[src/rtl/fixed_bias_add_pkg.sv]
// Shared definitions for the fixed-point bias-add stage: derived shift/width
// helpers, parameter legality check and the per-lane round/saturate function.
package fixed_bias_add_pkg;

    // Width of the internal arithmetic field used by sat_round.
    localparam int CALC_W = 128;

    localparam logic signed [CALC_W-1:0] CALC_ONE = {{(CALC_W-1){1'b0}}, 1'b1};

    // Left shift that aligns the bias binary point to the accumulator's.
    function automatic int calc_sb(input int din_frac, input int bias_frac);
        return din_frac - bias_frac;
    endfunction

    // Right shift that moves the sum to the output binary point.
    function automatic int calc_so(input int din_frac, input int dout_frac);
        return din_frac - dout_frac;
    endfunction

    // Sum width: one guard bit above the wider aligned operand, so the add cannot overflow.
    function automatic int calc_sw(input int din_w, input int bias_w, input int sb);
        return ((din_w > (bias_w + sb)) ? din_w : (bias_w + sb)) + 1;
    endfunction

    // True when the parameter set describes a buildable stage.
    function automatic bit params_ok(input int sb, input int so, input int tensor, input int par);
        return (sb >= 0) && (so >= 0) && (par > 0) && ((tensor % par) == 0);
    endfunction

    // Round half-up at bit so, arithmetic shift right by so, then clamp to a
    // signed ow-bit range. The caller keeps the low ow bits of the result.
    function automatic logic [CALC_W-1:0] sat_round(input logic signed [CALC_W-1:0] v,
                                                    input int so, input int ow);
        logic signed [CALC_W-1:0] r;
        logic signed [CALC_W-1:0] mx;
        logic signed [CALC_W-1:0] mn;
        if (so > 0) begin
            r = v + (CALC_ONE <<< (so - 1));
        end else begin
            r = v;
        end
        r  = r >>> so;
        mx = (CALC_ONE <<< (ow - 1)) - CALC_ONE;
        mn = -(CALC_ONE <<< (ow - 1));
        if (r > mx) begin
            return mx;
        end else if (r < mn) begin
            return mn;
        end else begin
            return r;
        end
    endfunction

endpackage

[src/rtl/fixed_bias_add_skid_buffer.sv]
// Two-entry output buffer (main + skid). Accept depends only on the skid
// register, so downstream ready never reaches the upstream readies.
module skid_buffer
#(
    parameter int W = 17
)
(
    input  logic         clk,
    input  logic         rst,
    input  logic [W-1:0] i_data,
    input  logic         i_valid,
    output logic         o_accept,
    output logic [W-1:0] o_data,
    output logic         o_valid,
    input  logic         i_ready
);

    logic [W-1:0] r_main;
    logic         r_main_valid;
    logic [W-1:0] r_skid;
    logic         r_skid_full;

    assign o_accept = ~r_skid_full;
    assign o_data   = r_main;
    assign o_valid  = r_main_valid;

    // Main/skid register update: drain skid first, otherwise load main, otherwise park in skid.
    always_ff @(posedge clk or posedge rst) begin
        if (rst) begin
            r_main       <= {W{1'b0}};
            r_main_valid <= 1'b0;
            r_skid       <= {W{1'b0}};
            r_skid_full  <= 1'b0;
        end else if (r_skid_full) begin
            if (i_ready) begin
                r_main      <= r_skid;
                r_skid_full <= 1'b0;
            end else begin
                r_main      <= r_main;
                r_skid_full <= 1'b1;
            end
        end else if (!r_main_valid || i_ready) begin
            r_main_valid <= i_valid;
            if (i_valid) begin
                r_main <= i_data;
            end else begin
                r_main <= r_main;
            end
        end else if (i_valid) begin
            r_skid      <= i_data;
            r_skid_full <= 1'b1;
        end else begin
            r_skid      <= r_skid;
            r_skid_full <= 1'b0;
        end
    end

endmodule

[src/rtl/fixed_bias_add.sv]
// Streaming bias-add: joins accumulator and bias beats, aligns binary points,
// adds, rounds half-up, saturates and emits through a two-entry buffer with a
// row-end marker.
module fixed_bias_add
    import fixed_bias_add_pkg::*;
#(
    parameter int DATA_IN_0_PRECISION_0  = 32,
    parameter int DATA_IN_0_PRECISION_1  = 8,
    parameter int BIAS_PRECISION_0       = 16,
    parameter int BIAS_PRECISION_1       = 3,
    parameter int DATA_OUT_0_PRECISION_0 = 16,
    parameter int DATA_OUT_0_PRECISION_1 = 4,
    parameter int PARALLELISM            = 1,
    parameter int TENSOR_SIZE_DIM_0      = 32
)
(
    input  logic                              clk,
    input  logic                              rst,
    input  logic [DATA_IN_0_PRECISION_0-1:0]  data_in_0 [PARALLELISM],
    input  logic                              data_in_0_valid,
    output logic                              data_in_0_ready,
    input  logic [BIAS_PRECISION_0-1:0]       bias [PARALLELISM],
    input  logic                              bias_valid,
    output logic                              bias_ready,
    output logic [DATA_OUT_0_PRECISION_0-1:0] data_out_0 [PARALLELISM],
    output logic                              data_out_0_valid,
    input  logic                              data_out_0_ready,
    output logic                              data_out_0_last
);

    localparam int SB       = calc_sb(DATA_IN_0_PRECISION_1, BIAS_PRECISION_1);
    localparam int SO       = calc_so(DATA_IN_0_PRECISION_1, DATA_OUT_0_PRECISION_1);
    localparam int SW       = calc_sw(DATA_IN_0_PRECISION_0, BIAS_PRECISION_0, SB);
    localparam int COLS     = TENSOR_SIZE_DIM_0 / PARALLELISM;
    localparam int CW       = (COLS > 1) ? $clog2(COLS) : 1;
    localparam int OUT_BITS = PARALLELISM * DATA_OUT_0_PRECISION_0 + 1;
    localparam logic [CW-1:0] COL_MAX = CW'(COLS - 1);

    if (!params_ok(SB, SO, TENSOR_SIZE_DIM_0, PARALLELISM)) begin : g_bad_params
        $error("fixed_bias_add: fractional bits or row length inconsistent with lane count");
    end

    logic                w_accept;
    logic                w_xfer;
    logic                w_last;
    logic [OUT_BITS-1:0] w_pack;
    logic [OUT_BITS-1:0] w_out;
    logic [CW-1:0]       r_col;

    // Both streams are consumed together, and only when the buffer can take a beat.
    assign data_in_0_ready = bias_valid & w_accept;
    assign bias_ready      = data_in_0_valid & w_accept;
    assign w_xfer          = data_in_0_valid & bias_valid & w_accept;
    assign w_last          = (r_col == COL_MAX);

    for (genvar l = 0; l < PARALLELISM; l++) begin : g_lane
        logic signed [SW:0] w_data_ext;
        logic signed [SW:0] w_bias_ext;
        logic signed [SW:0] w_sum;

        assign w_data_ext = {{(SW + 1 - DATA_IN_0_PRECISION_0){data_in_0[l][DATA_IN_0_PRECISION_0-1]}},
                             data_in_0[l]};
        assign w_bias_ext = {{(SW + 1 - BIAS_PRECISION_0){bias[l][BIAS_PRECISION_0-1]}},
                             bias[l]} <<< SB;
        assign w_sum      = w_data_ext + w_bias_ext;
        assign w_pack[l*DATA_OUT_0_PRECISION_0 +: DATA_OUT_0_PRECISION_0] =
            DATA_OUT_0_PRECISION_0'(sat_round({{(CALC_W - 1 - SW){w_sum[SW]}}, w_sum},
                                              SO, DATA_OUT_0_PRECISION_0));
        assign data_out_0[l] = w_out[l*DATA_OUT_0_PRECISION_0 +: DATA_OUT_0_PRECISION_0];
    end

    assign w_pack[OUT_BITS-1] = w_last;
    assign data_out_0_last    = w_out[OUT_BITS-1];

    // Column counter: advances once per joined transfer and wraps at the row end.
    always_ff @(posedge clk or posedge rst) begin
        if (rst) begin
            r_col <= {CW{1'b0}};
        end else if (w_xfer) begin
            if (r_col == COL_MAX) begin
                r_col <= {CW{1'b0}};
            end else begin
                r_col <= r_col + {{(CW-1){1'b0}}, 1'b1};
            end
        end else begin
            r_col <= r_col;
        end
    end

    skid_buffer #(
        .W (OUT_BITS)
    ) u_skid (
        .clk      (clk),
        .rst      (rst),
        .i_data   (w_pack),
        .i_valid  (w_xfer),
        .o_accept (w_accept),
        .o_data   (w_out),
        .o_valid  (data_out_0_valid),
        .i_ready  (data_out_0_ready)
    );

endmodule
[config.mk]
export PLATFORM = sky130hd
export DESIGN_NAME = fixed_bias_add
export DESIGN_NICKNAME = d
export VERILOG_FILES = /design/src/rtl/fixed_bias_add_pkg.sv /design/src/rtl/fixed_bias_add_skid_buffer.sv /design/src/rtl/fixed_bias_add.sv
export SDC_FILE = /design/constraint.sdc
export NUM_CORES = 1
export LEC_CHECK = 0
export BUFFER_PORTS_ARGS = -buffer_cell sky130_fd_sc_hd__buf_2
export CAP_MARGIN = 20
export CORE_MARGIN = 2
export CORE_UTILIZATION = 62
export CTS_CLUSTER_DIAMETER = 200
export DETAILED_ROUTE_END_ITERATION = 7
export GPL_TIMING_DRIVEN = 0
export PLACE_DENSITY = 0.93
export RECOVER_POWER = 50
export SLEW_MARGIN = 10
export SYNTH_ARGS = -nofsm -noshare
export SYNTH_HDL_FRONTEND = slang
export SYNTH_SLANG_ARGS = --single-unit
[constraint.sdc]
create_clock -name clk -period 5 [get_ports clk]
set_input_delay 0.75 -clock clk [delete_from_list [all_inputs] [get_ports clk]]
set_output_delay 0.75 -clock clk [all_outputs]
set_load 0.005 [all_outputs]
==> results.toml, run 1 <==
[grt]
grt_pass1_vias = 3799
grt_max_degree = 42
overflow = 0
antenna_found_initial = 0
grt_pass1_wl_mm = 16.9
grt_usage_pct = 29.1

[timing]
finalCritPeriodShare_pct = 85.4
slew_headroom_pct = 1.63
setup_viol = 0
drv_slew = 0
tns_ns = 0
rsz0062_at_grt = "no"
timing.fmax_mhz = 234
fin_crit_ns = 4.27
tightest_slew_ns = 1.47
fin_worst_skew_ns = 0.00832
hold_violations = 0

[die]
coreArea_mm2 = 0.00628
die_area_mm2 = 0.00705
start_util_pct = 63.2
dieWidth_um = 84.0
fp-row-count = 29
die_h_um = 84.0
num_io_pins = 73

[layout]
final_nets = 639
nFillCells = 457
final_area_mm2 = 0.00452
multi_input_area_mm2 = 0.00278
seq_area_mm2 = 0.00103
drive_gt1_share_pct = 23.5
synthToLayoutAreaGrowth_pct = 13.9
diodes = 0

[drt]
ant_nets = 0
first_pass_iters = 6
drc_errors = 0
wirelength_mm = 10.3
avgRoutedWirePerCell_um = 16.2
num_vias = 4126
drt-initial-drc-count = 211
avgViaCountPerCell = 6.51

[synth]
yosys.area.top_type_share_pct = 25.9
yosys_warnings = 0
synth_enable_flop_cells = 0
synth_most_common_cell = "nand2_1"
syn-num-nets = 564
synth_area_mm2 = 0.00397
synth_top_area_cell = "dfrtp_1"
synthArstFlopShare_pct = 100
ys_ff_latch = 41
netlist_instances = 481
synthTopCellsByCount = "nand2_1 (43), dfrtp_1 (41), a21oi_1 (39), nor2_1 (38), o21ai_0 (38)"
synthTopCellsByArea = "dfrtp_1 (26%), ha_1 (9.5%), a21oi_1 (4.9%), o21ai_0 (4.8%), nand2_1 (4.1%)"
synth_flop_cell = "dfrtp_1"
synth.yosys.seq_area_share_pct = 25.9
syn_avg_cell_area_um2 = 8.25
synth.distinct_cells = 62

[worst_setup_path]
critPathMaxFanout = 12
cp.arrival_ns = 4.45
path_cells = "buf_2 -> ha_1 -> buf_2 -> a21oi_1 -> o21ai_0 -> a311oi_1 -> a21oi_1 -> mux2i_1 -> a2111oi_2 -> nand3_1 -> o21ai_2 -> buf_2 -> o22ai_1"
path_common_cell = "buf_2"
crit_family = "compound AO/OA/AOI/OAI gates"
crit_required_ns = 5.17
slowest_delay_ns = 0.69
cpMaxStageDelayCell = "a311oi_1"
cp.buffers_inverters = 3
critical_path_class = "in -> reg"
endpoint_kind = "flop"
critPathLaunchType = "primary input"

[clock_network]
postCtsSetupRepairBufs = 0
insertion_delay_ns = 0.30
clock_path_buffers = 2
cts_hold_buf = 0
cts_buffers = 5
cts_resized = 0
cts_root_buf = "clkbuf_8"
htree_levels = 2
cts.clk_slew.worst_paths_ns = 0.08
clkSinkCount = 41
cts_tree = "built"

[status]
violations = "capacitance limit"
status = "finished with violations"

[power_and_ir_drop]
power_density_mw_per_mm2 = 308
p_leak_nw = 1.93
ir_drop_mv = 0.293

[placement]
place_area_mm2 = 0.00440
dp_hpwl_mm = 7.94
port_buffers = 68
gp_congestion = 0.921

[worst_hold_path]
hold_path_class = "reg -> reg"

[run]
drv_cap = 1
-- stage by stage --
step | hold WS (ns) | worst slack (ns) | power (mW) | std cells | util, %
CTS | 0.489 | 0.930 | 1.38 | 634 | 72.0
global placement | 0.468 | 0.711 | 1.07 | 626 | 70.1
detailed placement | 0.470 | 0.658 | 1.10 | 626 | 70.1
floorplan | 0.452 | 1.38 | 0.932 | 481 | -
global route | 0.515 | 0.596 | 1.48 | 634 | 72.0
finish | 0.485 | 0.729 | 1.39 | 634 | 72.0
-- where the power goes --
part	total, mW	leakage, nW	internal [mW]	switching (mW)
Clock	0.278	0.0585	0.163	0.115
Sequential	0.485	0.445	0.430	0.0556
Combinational	0.627	1.43	0.278	0.349
Total	1.39	1.93	0.871	0.519
-- tightest hold or removal path: stages, from the launching register on --
cell     delay (ns)
dfrtp_1        0.35
nand2_1        0.05
nand2_1        0.05
-- layout by cell type (no fill, tap or decap), types with 5 or more instances in the layout --
cell type / instances
buf_2: 78
nand2_1: 43
dfrtp_1: 41
a21oi_1: 39
o21ai_0: 38
nor2_1: 38
ha_1: 30
nand3b_1: 16
or2_2: 14
o22ai_1: 14
inv_1: 13
clkbuf_1: 12
o211ai_1: 12
a21o_1: 12
xor2_1: 12
a211oi_1: 11
nand3_1: 9
nand4_1: 9
a311oi_2: 9
xnor2_1: 7
nor3_1: 7
and3_1: 6
clkbuf_8: 6
and4_1: 5
a311oi_1: 5
-- sequential cells by signal, summed over array words and instances (netlist names) --
signal	flops
r_col	5
u_skid.r_skid_full	1
u_skid.o_valid	1
u_skid.r_skid	17
u_skid.o_data	17
-- kinds of logic (layout without fill, tap and decap cells) --
kind of cell | count (synthesis) | count (layout) | share of synthesized area (%)
AO/OA/AOI/OAI | 173 | 173 | 30.4
XOR/XNOR | 20 | 20 | 4.61
adder cells (fa/ha/maj) | 30 | 30 | 9.46
buffers and inverters | 36 | 112 | 4.04
flip-flops | 41 | 41 | 25.9
multiplexers | 7 | 7 | 1.89
AND/OR/NAND/NOR | 174 | 174 | 23.7
-- routing by layer --
metal	up-vias	wire length [um]	part of all wire, %	GRT usage (%)
met4	0	287	2.8	13.6
met1	1927	4210	41	35.7
met5	-	0	0	0
met3	32	672	6.5	4.85
li1	1967	-	-	-
met2	200	5100	50	49.5
-- area by class of cell --
class | count | share of cell area, %
buffer | 23 | 2.46
clock buffer | 7 | 1.91
clock inverter | 1 | 0.665
inverter | 13 | 1.08
multi-input combinational | 404 | 61.5
sequential | 41 | 22.7
tap | 77 | 2.13
timing repair buffer | 68 | 7.50
-- path summary, 6_finish.rpt --
check                                   start                end  slack (ns)  cells after the start
hold / removal                       r_col[4]           r_col[4]        0.49                      2
hold reg to reg                      r_col[4]           r_col[4]        0.49                      2
setup reg to reg           u_skid.r_skid_full  u_skid.o_data[14]        2.21                      9
max in group asynchronous                 rst  u_skid.o_data[15]        3.26                      2
min in group asynchronous                 rst   u_skid.o_data[1]        0.87                      2
setup / recovery                     bias[15]  u_skid.o_data[14]        0.73                     13
No activity file was read; power rests on OpenSTA's default activity.
==> run 2, diff against run 1 <==
--- a/config.mk
+++ b/config.mk
@@ -8,11 +8,11 @@
 export BUFFER_PORTS_ARGS = -buffer_cell sky130_fd_sc_hd__buf_2
 export CAP_MARGIN = 20
 export CORE_MARGIN = 2
-export CORE_UTILIZATION = 62
+export CORE_UTILIZATION = 50
 export CTS_CLUSTER_DIAMETER = 200
 export DETAILED_ROUTE_END_ITERATION = 7
 export GPL_TIMING_DRIVEN = 0
-export PLACE_DENSITY = 0.93
+export PLACE_DENSITY = 0.78
 export RECOVER_POWER = 50
 export SLEW_MARGIN = 10
 export SYNTH_ARGS = -nofsm -noshare
==> results.toml, run 2 (synthesized netlist as in run 1, its figures left out) <==
[timing]
fin_crit_ns = 4.14
finalCritPeriodShare_pct = 82.8
tns_ns = 0
hold_violations = 0
fin_ws_ns = 0.860
fin_worst_skew_ns = 0.00953
setup_viol = 0
tightest_slew_ns = 1.79
slew_headroom_pct = -19.6
drv_slew = 35
timing.fmax_mhz = 242
hold_ws_ns = 0.366
rsz0062_at_grt = "no"

[die]
die_h_um = 93.1
dieWidth_um = 93.1
start_util_pct = 51.6
coreArea_mm2 = 0.00769
fp-row-count = 32
num_io_pins = 73
die_area_mm2 = 0.00866

[drt]
first_pass_iters = 5
avgRoutedWirePerCell_um = 15.6
ant_nets = 0
avgViaCountPerCell = 6.11
wirelength_mm = 10.3
drt-initial-drc-count = 152
num_vias = 4025
drc_errors = 0

[grt]
grt_pass1_wl_mm = 17.7
overflow = 0
grt_usage_pct = 24.9
grt_max_degree = 35
antenna_found_initial = 0
grt_pass1_vias = 3887

[placement]
gp_congestion = 0.919
dp_cells = 652
place_area_mm2 = 0.00445
port_buffers = 68
dp_hpwl_mm = 8.14
place_ws_ns = 0.603

[clock_network]
cts_hold_buf = 0
cts_root_buf = "clkbuf_8"
insertion_delay_ns = 0.30
postCtsSetupRepairBufs = 0
clock_path_buffers = 2
clkSinkCount = 41
htree_levels = 2
cts_resized = 0
cts_buffers = 5
cts.clk_slew.worst_paths_ns = 0.08
cts_tree = "built"

[power_and_ir_drop]
pwr-share-clk_pct = 16.9
fin_total_pwr_mw = 1.33
switching_power_mw = 0.511
swShare_pct = 38.5
power_frac_seq_pct = 36.3
ir_drop_mv = 0.117
power.internal_mw = 0.817
power_density_mw_per_mm2 = 293
comb_power_share_pct = 46.8
p_leak_nw = 1.92

[worst_setup_path]
critPathMaxFanout = 12
reg2reg_to = "u_skid.o_data[10]"
critical_path_class = "in -> reg"
cp.arrival_ns = 4.35
endpoint = "u_skid.r_skid[3]"
crit_required_ns = 5.21
cpMaxStageDelayCell = "or4_4"
critPathLaunch = "bias[15]"
r2r_slack_ns = 2.31
endpoint_kind = "flop"
slowest_delay_ns = 0.55
reg2reg_from = "u_skid.r_skid_full"
critPathLaunchType = "primary input"
path_common_cell = "buf_2"
rr_worst_depth = 9
path_cells = "buf_2 -> ha_1 -> buf_2 -> a21oi_1 -> o21ai_0 -> a221oi_1 -> mux2_2 -> or4_4 -> nor4_4 -> a21oi_2 -> buf_6 -> a311oi_2"

[worst_hold_path]
hold_path_class = "in -> async"

[layout]
drive_gt1_share_pct = 23.5
final-instance-count-excl-fill = 659
diodes = 0
nFillCells = 729
final_area_mm2 = 0.00453
final_common_cell = "buf_2"
finalCoreUtilization_pct = 58.9
final_nets = 640
synthToLayoutAreaGrowth_pct = 14.1
layout_common_cells = "buf_2 (78), nand2_1 (43), dfrtp_1 (41)"

[run]
drv_cap = 1

[status]
violations = "capacitance limit, slew limit"
status = "finished with violations"
## run 2: cell types whose count changed in the layout (fill, tap and decap cells not counted), sizes merged
cell / previous run / this run
bufinv: 1 / 0
clkinvlp: 0 / 1
## run 2: critical path, delay by kind of cell
kind / cells / cell delay (ns)
buf+inv: 3 / 0.58
compound gates: 5 / 1.44
simple gates: 2 / 0.89
mux: 1 / 0.41
fa+ha+maj: 1 / 0.27
## run 2: how the worst min path moves through the flow
stage,start,to,slack [ns],depth (start not counted)
after floorplan,r_col[4],r_col[4],0.45,2
after global placement,r_col[4],r_col[4],0.47,2
after detailed placement,r_col[4],r_col[4],0.48,2
after CTS,rst,u_skid.o_data[6],0.34,2
after global routing,rst,u_skid.o_data[4],0.39,2
final,rst,u_skid.o_data[4],0.37,2
## run 2: cell type report
class | instances | area (um^2) | share of cell area, %
Buffer | 23 | 111 | 2.46
Clock buffer | 6 | 82.6 | 1.82
Clock inverter | 1 | 7.51 | 0.166
Inverter | 13 | 48.8 | 1.08
Multi-Input combinational cell | 404 | 2780 | 61.4
Sequential cell | 41 | 1030 | 22.7
Tap cell | 102 | 128 | 2.82
Timing Repair Buffer | 69 | 343 | 7.57
## run 2: layer usage
metal  global-route usage [%]  vias to the layer above  routed length (um)
li1                         -                     1980                   -
met1                     32.7                     1898                4570
met2                     42.5                      122                4980
met3                     2.34                       25                 466
met4                     9.19                        0                 267
met5                        0                        -                   0
## run 2: power groups by stage
stage	sequential, mW	combinational [mW]	clock (mW)
finish	0.482	0.621	0.224
global route	0.495	0.694	0.239
CTS	0.482	0.619	0.226
detailed placement	0.488	0.615	0
global placement	0.484	0.594	0
floorplan	0.480	0.452	0
==> run 3, diff against run 2 <==
--- a/config.mk
+++ b/config.mk
@@ -12,7 +12,7 @@
 export CTS_CLUSTER_DIAMETER = 200
 export DETAILED_ROUTE_END_ITERATION = 7
 export GPL_TIMING_DRIVEN = 0
-export PLACE_DENSITY = 0.78
+export PLACE_DENSITY = 0.81
 export RECOVER_POWER = 50
 export SLEW_MARGIN = 10
 export SYNTH_ARGS = -nofsm -noshare
==> constraint.sdc (replaced) <==
create_clock -name clk -period 3.4 [get_ports clk]
set_input_delay 0.51 -clock clk [delete_from_list [all_inputs] [get_ports clk]]
set_output_delay 0.51 -clock clk [all_outputs]
set_load 0.005 [all_outputs]
==> results.toml, run 3 (synthesized netlist as in run 1, its figures left out) <==
[status]
status = "complete, no violations"

[drt]
wirelength_mm = 11.1
num_vias = 4162
ant_nets = 0
drt-initial-drc-count = 255
drc_errors = 0
avgViaCountPerCell = 6.18
first_pass_iters = 5
avgRoutedWirePerCell_um = 16.5

[placement]
port_buffers = 68
gp_congestion = 0.902
dp_cells = 652
dp_hpwl_mm = 8.33

[clock_network]
cts.clk_slew.worst_paths_ns = 0.08
clock_path_buffers = 2
clkSinkCount = 41
cts_hold_buf = 0
cts_buffers = 5
cts_root_buf = "clkbuf_8"
cts_tree = "built"
htree_levels = 2
insertion_delay_ns = 0.29

[power_and_ir_drop]
swShare_pct = 37.6
pwr-share-clk_pct = 19.2
fin_total_pwr_mw = 2.12
comb_power_share_pct = 46.9
power_frac_seq_pct = 33.8
switching_power_mw = 0.796
p_leak_nw = 2.03
power_density_mw_per_mm2 = 439
ir_drop_mv = 0.176
power.internal_mw = 1.32

[die]
die_area_mm2 = 0.00866
die_h_um = 93.1
num_io_pins = 73
start_util_pct = 51.6
dieWidth_um = 93.1
coreArea_mm2 = 0.00769
fp-row-count = 32

[timing]
timing.fmax_mhz = 305
finalCritPeriodShare_pct = 96.5
tightest_slew_ns = 1.38
hold_violations = 0
setup_viol = 0
slew_headroom_pct = 7.99
drv_slew = 0
fin_worst_skew_ns = 0.0124
tns_ns = 0
fin_crit_ns = 3.28

[worst_setup_path]
critPathLaunchType = "primary input"
crit_required_ns = 3.60
reg2reg_from = "u_skid.r_skid_full"
critPathMaxFanout = 12
reg2reg_to = "u_skid.o_data[5]"
endpoint_kind = "flop"
rr_worst_depth = 8
cp.arrival_ns = 3.48
critical_path_class = "in -> reg"
r2r_slack_ns = 0.77

[layout]
final_common_cell = "buf_2"
final_nets = 654
synthToLayoutAreaGrowth_pct = 21.6
nFillCells = 667
diodes = 0
layout_common_cells = "buf_2 (74), nand2_1 (41), dfrtp_1 (41)"
final-instance-count-excl-fill = 674
finalCoreUtilization_pct = 62.7
drive_gt1_share_pct = 28.8

[grt]
grt_pass1_wl_mm = 17.5
antenna_found_initial = 0
overflow = 0
grt_pass1_vias = 3802
grt_max_degree = 27
grt_usage_pct = 24.5

[worst_hold_path]
hold_path_class = "in -> async"

[run]
drv_cap = 0
[run 3: changes by cell type in the layout (fill, tap and decap cells not counted), sizes merged]
cell and change:
buf +11, clkbuf +4, bufinv +1, clkinvlp -1
[run 3: layout make-up]
class	instances	area [um^2]	share of cell area, %
plain buffers	23	119	2.46
clock buffers	7	86.3	1.79
clock inverters	1	30.0	0.623
inverters	13	48.8	1.01
multi-input cells	404	2930	60.8
flip-flops and latches	41	1030	21.3
well taps	102	128	2.65
repair buffers	83	450	9.34
[run 3: worst max path at each step]
stage / slack (ns) / start / end
global route: -0.03 / bias[15] / u_skid.o_data[5]
finish: 0.12 / bias[15] / u_skid.r_skid[2]
CTS: -0.01 / bias[15] / u_skid.r_skid[2]
global placement: -0.64 / bias[15] / u_skid.r_skid[6]
detailed placement: -0.71 / bias[15] / u_skid.r_skid[2]
floorplan: 0.02 / data_in_0[28] / u_skid.r_skid[0]
[run 3: worst max-delay path: stages]
cell	delay (ns)
buf_4	0.17
ha_1	0.27
clkbuf_4	0.19
a21oi_4	0.19
o21ai_1	0.12
a221oi_2	0.37
mux2_4	0.35
or4_4	0.55
nor4_4	0.23
a21oi_4	0.12
buf_6	0.17
a311oi_2	0.21
[run 3: timing repair]
item	in CTS	in global routing
endpoints found under the setup margin	30	27
buffers inserted	1	13
pin swaps	1	14
gates resized for setup	12	24
hold endpoints to repair	0	0
[run 3: power by group through the flow]
stage / Clock (mW) / Sequential, mW / Combinational (mW)
CTS: 0.409 / 0.714 / 0.928
finish: 0.407 / 0.716 / 0.993
global route: 0.431 / 0.733 / 1.09
global placement: 0 / 0.714 / 0.874
detailed placement: 0 / 0.724 / 0.909
floorplan: 0 / 0.706 / 0.665
[run 3: metal layers]
| metal | GRT usage [%] | wire length (um) | vias up |
|---|---|---|---|
| li1 | - | - | 2006 |
| met1 | 32.1 | 4900 | 1972 |
| met2 | 42.1 | 5400 | 159 |
| met3 | 3.30 | 573 | 25 |
| met4 | 7.60 | 225 | 0 |
| met5 | 0 | 0 | - |
[run 3: per-stage QoR]
step | area [um^2] | worst slack, ns | hold slack [ns]
global placement | 4430 | -0.637 | 0.474
finish | 4820 | 0.119 | 0.273
global route | 4820 | -0.0338 | 0.348
floorplan | 3970 | 0.0180 | 0.452
detailed placement | 4450 | -0.714 | 0.475
CTS | 4630 | -0.0127 | 0.189
